$ cat config.mk
export PLATFORM = sky130hd
export DESIGN_NAME = mc_sched_ctrl
export DESIGN_NICKNAME = d
export VERILOG_FILES = /design/src/rtl/mc_sched_ctrl.sv
export SDC_FILE = /design/constraint.sdc
export NUM_CORES = 1
export LEC_CHECK = 0
export CORE_MARGIN = 2
export CORE_UTILIZATION = 43
export CTS_BUF_LIST = sky130_fd_sc_hd__clkbuf_16
export DETAILED_ROUTE_END_ITERATION = 8
export PLACE_DENSITY = 0.72
export SLEW_MARGIN = 20
export SYNTH_ARGS = -nofsm -noshare
export SYNTH_HDL_FRONTEND = slang
export SYNTH_SLANG_ARGS = --single-unit
$ cat constraint.sdc
create_clock -name clk -period 1.8 [get_ports clk]
set_input_delay 0.18 -clock clk [delete_from_list [all_inputs] [get_ports clk]]
set_output_delay 0.18 -clock clk [all_outputs]
set_load 0.005 [all_outputs]
$ cat src/rtl/mc_sched_ctrl.sv
// rtl/mc_sched_ctrl.sv - Monte-Carlo pricing sequencer: parameter load, Sobol warm-up, path gating, result output
//
// Ports:
//   clk, rst_n                      clock, asynchronous active-low reset
//   cmd_valid, cmd, cmd_data        host command (0 abort, 1 param word, 2 start sobol, 3 start pricing)
//   w, q, s0, k                     registered pricing parameters
//   sobol_en, gen_en, pricing_en    registered enables decoded from state
//   gen_valid, gen_path             Path_Gen sample stream
//   pricing_resend, resend          Pricing replay request and its PRICE-gated copy
//   pricing_valid, pricing_price    Pricing result
//   out_valid, out_data             registered host result
//   day_idx, path_idx, gen_done     generation progress
//   cmd_err                         one-cycle pulse for a command illegal in the current state
module mc_sched_ctrl #(
    parameter int DW     = 12,
    parameter int DAY    = 8,
    parameter int N_PATH = 256,
    parameter int WARMUP = 2000
) (
    input  logic                      clk,
    input  logic                      rst_n,
    input  logic                      cmd_valid,
    input  logic [1:0]                cmd,
    input  logic [DW-1:0]             cmd_data,
    output logic [DW-1:0]             w,
    output logic [DW-1:0]             q,
    output logic [DW-1:0]             s0,
    output logic [DW-1:0]             k,
    output logic                      sobol_en,
    output logic                      gen_en,
    input  logic                      gen_valid,
    input  logic [DW-1:0]             gen_path,
    output logic                      pricing_en,
    input  logic                      pricing_resend,
    input  logic                      pricing_valid,
    input  logic [DW-1:0]             pricing_price,
    output logic                      resend,
    output logic                      out_valid,
    output logic [DW-1:0]             out_data,
    output logic [$clog2(DAY)-1:0]    day_idx,
    output logic [$clog2(N_PATH)-1:0] path_idx,
    output logic                      gen_done,
    output logic                      cmd_err
);

    localparam int DIW = $clog2(DAY);
    localparam int PIW = $clog2(N_PATH);
    localparam int WW  = $clog2(WARMUP);

    localparam logic [DIW-1:0] DAY_LAST  = DIW'(DAY - 1);
    localparam logic [PIW-1:0] PATH_LAST = PIW'(N_PATH - 1);
    localparam logic [WW-1:0]  WARM_LAST = WW'(WARMUP - 1);

    typedef enum logic [2:0] {
        S_IDLE,
        S_PARAM,
        S_WARMUP,
        S_GEN,
        S_PRICE,
        S_DONE
    } state_t;

    state_t          state_q;
    state_t          state_d;
    logic            err_d;
    logic            sobol_en_d;
    logic            gen_en_d;
    logic            pricing_en_d;
    logic [2:0]      param_cnt;
    logic [WW-1:0]   warm_cnt;

    logic abort;
    logic param_wr;
    logic gen_beat;
    logic price_beat;

    assign abort      = cmd_valid && (cmd == 2'd0);
    assign param_wr   = cmd_valid && (cmd == 2'd1);
    assign gen_beat   = (state_q == S_GEN) && gen_valid;
    assign price_beat = (state_q == S_PRICE) && pricing_valid;

    assign resend = pricing_resend && (state_q == S_PRICE);

    // State register
    always_ff @(posedge clk or negedge rst_n) begin
        if (!rst_n) begin
            state_q <= S_IDLE;
        end else begin
            state_q <= state_d;
        end
    end

    // Next-state logic. Autonomous transitions are resolved first; a legal
    // command then overrides them and an illegal one leaves them untouched.
    always_comb begin
        state_d = state_q;
        err_d   = 1'b0;

        if (state_q == S_WARMUP && warm_cnt == WARM_LAST) begin
            state_d = S_GEN;
        end
        if (price_beat) begin
            state_d = S_DONE;
        end

        if (cmd_valid) begin
            case (cmd)
                2'd0: state_d = S_IDLE;
                2'd1: begin
                    if (state_q == S_IDLE) begin
                        state_d = S_PARAM;
                    end else if (state_q != S_PARAM) begin
                        err_d = 1'b1;
                    end
                end
                2'd2: begin
                    if (state_q == S_PARAM && param_cnt == 3'd4) begin
                        state_d = S_WARMUP;
                    end else begin
                        err_d = 1'b1;
                    end
                end
                default: begin
                    // gen_done is the registered flag, so the beat that first
                    // sets it cannot also admit a start-pricing command.
                    if (state_q == S_GEN && gen_done) begin
                        state_d = S_PRICE;
                    end else begin
                        err_d = 1'b1;
                    end
                end
            endcase
        end
    end

    // Output decode of the upcoming state; registered below so the enables
    // track the state register exactly.
    always_comb begin
        sobol_en_d   = 1'b0;
        gen_en_d     = 1'b0;
        pricing_en_d = 1'b0;
        case (state_d)
            S_WARMUP: sobol_en_d = 1'b1;
            S_GEN: begin
                sobol_en_d = 1'b1;
                gen_en_d   = 1'b1;
            end
            S_PRICE: begin
                sobol_en_d   = 1'b1;
                pricing_en_d = 1'b1;
            end
            default: ;
        endcase
    end

    // Enables, error pulse and result register
    always_ff @(posedge clk or negedge rst_n) begin
        if (!rst_n) begin
            sobol_en   <= 1'b0;
            gen_en     <= 1'b0;
            pricing_en <= 1'b0;
            cmd_err    <= 1'b0;
            out_valid  <= 1'b0;
            out_data   <= '0;
        end else begin
            sobol_en   <= sobol_en_d;
            gen_en     <= gen_en_d;
            pricing_en <= pricing_en_d;
            cmd_err    <= err_d;
            out_valid  <= gen_beat || price_beat;
            if (gen_beat) begin
                out_data <= gen_path;
            end else if (price_beat) begin
                out_data <= pricing_price;
            end
        end
    end

    // Parameter registers; survive an abort, only reset clears them
    always_ff @(posedge clk or negedge rst_n) begin
        if (!rst_n) begin
            w         <= '0;
            q         <= '0;
            s0        <= '0;
            k         <= '0;
            param_cnt <= '0;
        end else if (abort) begin
            param_cnt <= '0;
        end else if (param_wr && state_q == S_IDLE) begin
            w         <= cmd_data;
            param_cnt <= 3'd1;
        end else if (param_wr && state_q == S_PARAM && param_cnt < 3'd4) begin
            case (param_cnt)
                3'd0:    w  <= cmd_data;
                3'd1:    q  <= cmd_data;
                3'd2:    s0 <= cmd_data;
                default: k  <= cmd_data;
            endcase
            param_cnt <= param_cnt + 3'd1;
        end
    end

    // Warm-up counter
    always_ff @(posedge clk or negedge rst_n) begin
        if (!rst_n) begin
            warm_cnt <= '0;
        end else if (abort || state_q != S_WARMUP) begin
            warm_cnt <= '0;
        end else begin
            warm_cnt <= warm_cnt + WW'(1);
        end
    end

    // Day / path counters and the sticky generation-complete flag
    always_ff @(posedge clk or negedge rst_n) begin
        if (!rst_n) begin
            day_idx  <= '0;
            path_idx <= '0;
            gen_done <= 1'b0;
        end else if (abort || (state_q == S_WARMUP && state_d == S_GEN)) begin
            day_idx  <= '0;
            path_idx <= '0;
            gen_done <= 1'b0;
        end else if (gen_beat) begin
            if (day_idx == DAY_LAST) begin
                day_idx <= '0;
                if (path_idx == PATH_LAST) begin
                    path_idx <= '0;
                    gen_done <= 1'b1;
                end else begin
                    path_idx <= path_idx + PIW'(1);
                end
            end else begin
                day_idx <= day_idx + DIW'(1);
            end
        end
    end

endmodule
==> metrics <==
status=finished clean; HP Class=primary input to asynchronous set/reset pin; WHS=around 0.34 ns; crit path DAT=1.97 ns; worst vdd ir=around 0.60 mV; # DRC=0; final setup violation count=0; first-pass GRT wire length=15600 um; Least-Margin Pin Slew=about 0.45 ns; drt wl/cell=approximately 15 um; CTS clock-pin slew for the worst setup and hold paths=0.07 ns; initial antenna violation count=0; setup TNS=0 ns; Adder-Cell Fraction of Synth Area=0.0233; Starting Density=0.441; CP startpoint kind=flip-flop; switching power=1.99 mW; CTS Buf Count=9; Worst Reg-to-Reg Cells=7; Post-Layout Inst Area=6310 um2; P_leak=2.92 nW; total track usage=0.178; remaining antenna violation count after routing=0; unrepaired setup endpoints after global routing=true; synthesized area per cell=12.2 um2; initial detailed-routing violation count=101; die height=104 um; # fillers=about 780; GPL Wtd Cong=0.831; total clock sinks=94; Int Power=roughly 5.2 mW; Post-Syn Area=4290 um2; max capacitance violation total=0; Die Width=104 um; Tcrit/Tclk final=0.972; largest family of logic cells by synthesized area=multiplexers; worst-case clock skew=0.0110 ns; layout cell share with drive strength beyond 1=0.211; Yosys reg bits=94; FF+latch area=2350 um2; f_max=approximately 570 MHz; kind of critical path=flip-flop to flip-flop; nets@finish=554; area of the multi-input gates=1870 um2; Crit. End Element=flip-flop; CTS tree=built; root buf cell=clkbuf_16; Crit path required time=2.02 ns; grt ovf=0; Die Area=approximately 11000 um2; dpl cells=616; area delta synth->final=47.2%; dpl ws=-0.113 ns; mux share of post-synthesis cell area=0.185; Rel. slew slack=0.700; final hold vios=0; setup ws final=0.0512 ns; register area share after synthesis=0.549; Compound-Gate Fraction of Synth Area=0.0662; Crit Path Max Fanout=6; Syn Nets=approximately 400; Distinct cells, synth=49; Pre-antenna DRT Iters=4; dpl cell area=slightly below 6000 um2; largest net degree at the start of global routing=36; clk buf depth=2; Synth Warn #=0; Top FF cell, synth=dfrtp_1; post-synthesis xor/xnor area fraction=0.0245; vias in the first global route=3074; number of synthesized flops with an enable pin=0; vias=3209; latest clock arrival within the worst-skew pair=0.34 ns; Sequential Power Share=0.417; IO buf count=121; Top Ports=122; Layout Cells excl Fill=640; Clk pwr share=0.252; Logic pwr share=0.332; PD cells=1140 nW/um2; HPWL after detailed placement=6940 um; Rows=36; simple-gate share of the synthesized area=0.123; H-tree lvl count=3; FFs w/ async S/R, synth=1.00; ANT cells=0; Tmin final=approximately 1.7 ns; post-synthesis cell count=351; core area=just under 10000 um2; Switching Fraction=0.277; Via density=5.01; final slew viol count=0; final WL=9720 um
[worst paths after layout]
check / end / startpoint / slack (ns)
min reg2reg: warm_cnt[0] / warm_cnt[0] / 0.47
max in group asynchronous: warm_cnt[9] / rst_n / 0.87
max reg2reg: k[7] / state_q[2] / 0.05
min in group clk: out_data[11] / gen_path[11] / 0.42
max: k[7] / state_q[2] / 0.05
min: out_data[4] / rst_n / 0.34
[timing repair]
action	CTS	global route
setup buffers	2	3
pin swaps	0	3
gates resized for setup	2	16
hold endpoints to repair	31	0
endpoints found under the setup margin	1	72
hold buffers	1	0
gates cloned	0	2
[power by group through the flow]
stage                     registers [mW]  logic, mW  clock network (mW)
after CTS                           2.98       2.31                1.87
after global routing                3.05       2.60                1.97
after floorplan                     3.03      0.843                   0
final                               2.99       2.38                1.81
after global placement              3.01       2.24                   0
after detailed placement            3.03       2.29                   0
[cell families (layout without fill, tap and decap cells)]
logic type	count (synthesis)	count (layout)
compound gates	47	47
simple gates	104	104
xor+xnor	12	12
buf+inv	24	180
mux	62	62
flops	94	94
fa+ha+maj	8	8
[cell usage after synthesis, types with 5 or more instances]
cell,number,share of area
xnor2_1,7,0.014
mux2_4,30,0.11
nor3_1,5,0.0058
inv_1,8,0.0070
xor2_1,5,0.010
nand2_1,20,0.018
o21ai_0,6,0.0070
mux2_2,7,0.018
a21oi_1,25,0.029
nand3_1,7,0.0082
mux2_1,11,0.029
and3_1,9,0.013
ha_1,8,0.023
mux2i_1,14,0.033
dfrtp_1,94,0.55
nor2_1,38,0.033
clkbuf_1,6,0.0053
buf_2,6,0.0070
[sequential cells by signal, summed over array words and instances (netlist names), 8 cells and up]
register and count:
path_idx 8, s0 12, warm_cnt 11, q 12, k 12, out_data 12
w 12
[critical path, cell delays in order (launching register included)]
cell and delay [ns]:
dfrtp_2 0.41, buf_6 0.13, nor2_4 0.13, and3_4 0.20, and3_4 0.22, nand2_4 0.08, clkbuf_16 0.17, mux2_4 0.29
[cell usage in the layout, fill, tap and decap left out, drive strengths merged, types with 4 or more instances in the layout]
cell type,synthesis,layout
clkdlybuf4s50,0,119
nor2b,4,4
xnor2,7,7
mux2i,14,14
nand3,7,7
clkbuf,6,11
dfrtp,94,94
a21oi,25,25
xor2,5,5
ha,8,8
o21ai,7,7
nor2,40,40
nor3,5,5
mux2,48,48
and3,10,10
nand2,23,23
inv,8,13
buf,10,33
[stage by stage]
step | total power, mW | utilization
after CTS | 7.17 | 0.635
after global placement | 5.24 | 0.602
after detailed placement | 5.32 | 0.602
final | 7.18 | 0.649
after global routing | 7.63 | 0.649
after floorplan | 3.87 | -
[layer usage]
layer / vias to the layer above / wire length (um) / track usage
li1: 1535 / - / -
met5: - / 0 / 0
met1: 1577 / 4660 / 0.253
met4: 0 / 57 / 0.0463
met2: 91 / 4560 / 0.279
met3: 6 / 438 / 0.0363
[cell type report]
cell class	instances	area share
multi-input cells	233	0.297
clock inverters	7	0.00991
inverters	8	0.00476
clock buffers	9	0.0357
well taps	133	0.0264
repair buffers	156	0.253
flip-flops and latches	94	0.373
No activity file was read; power rests on OpenSTA's default activity.
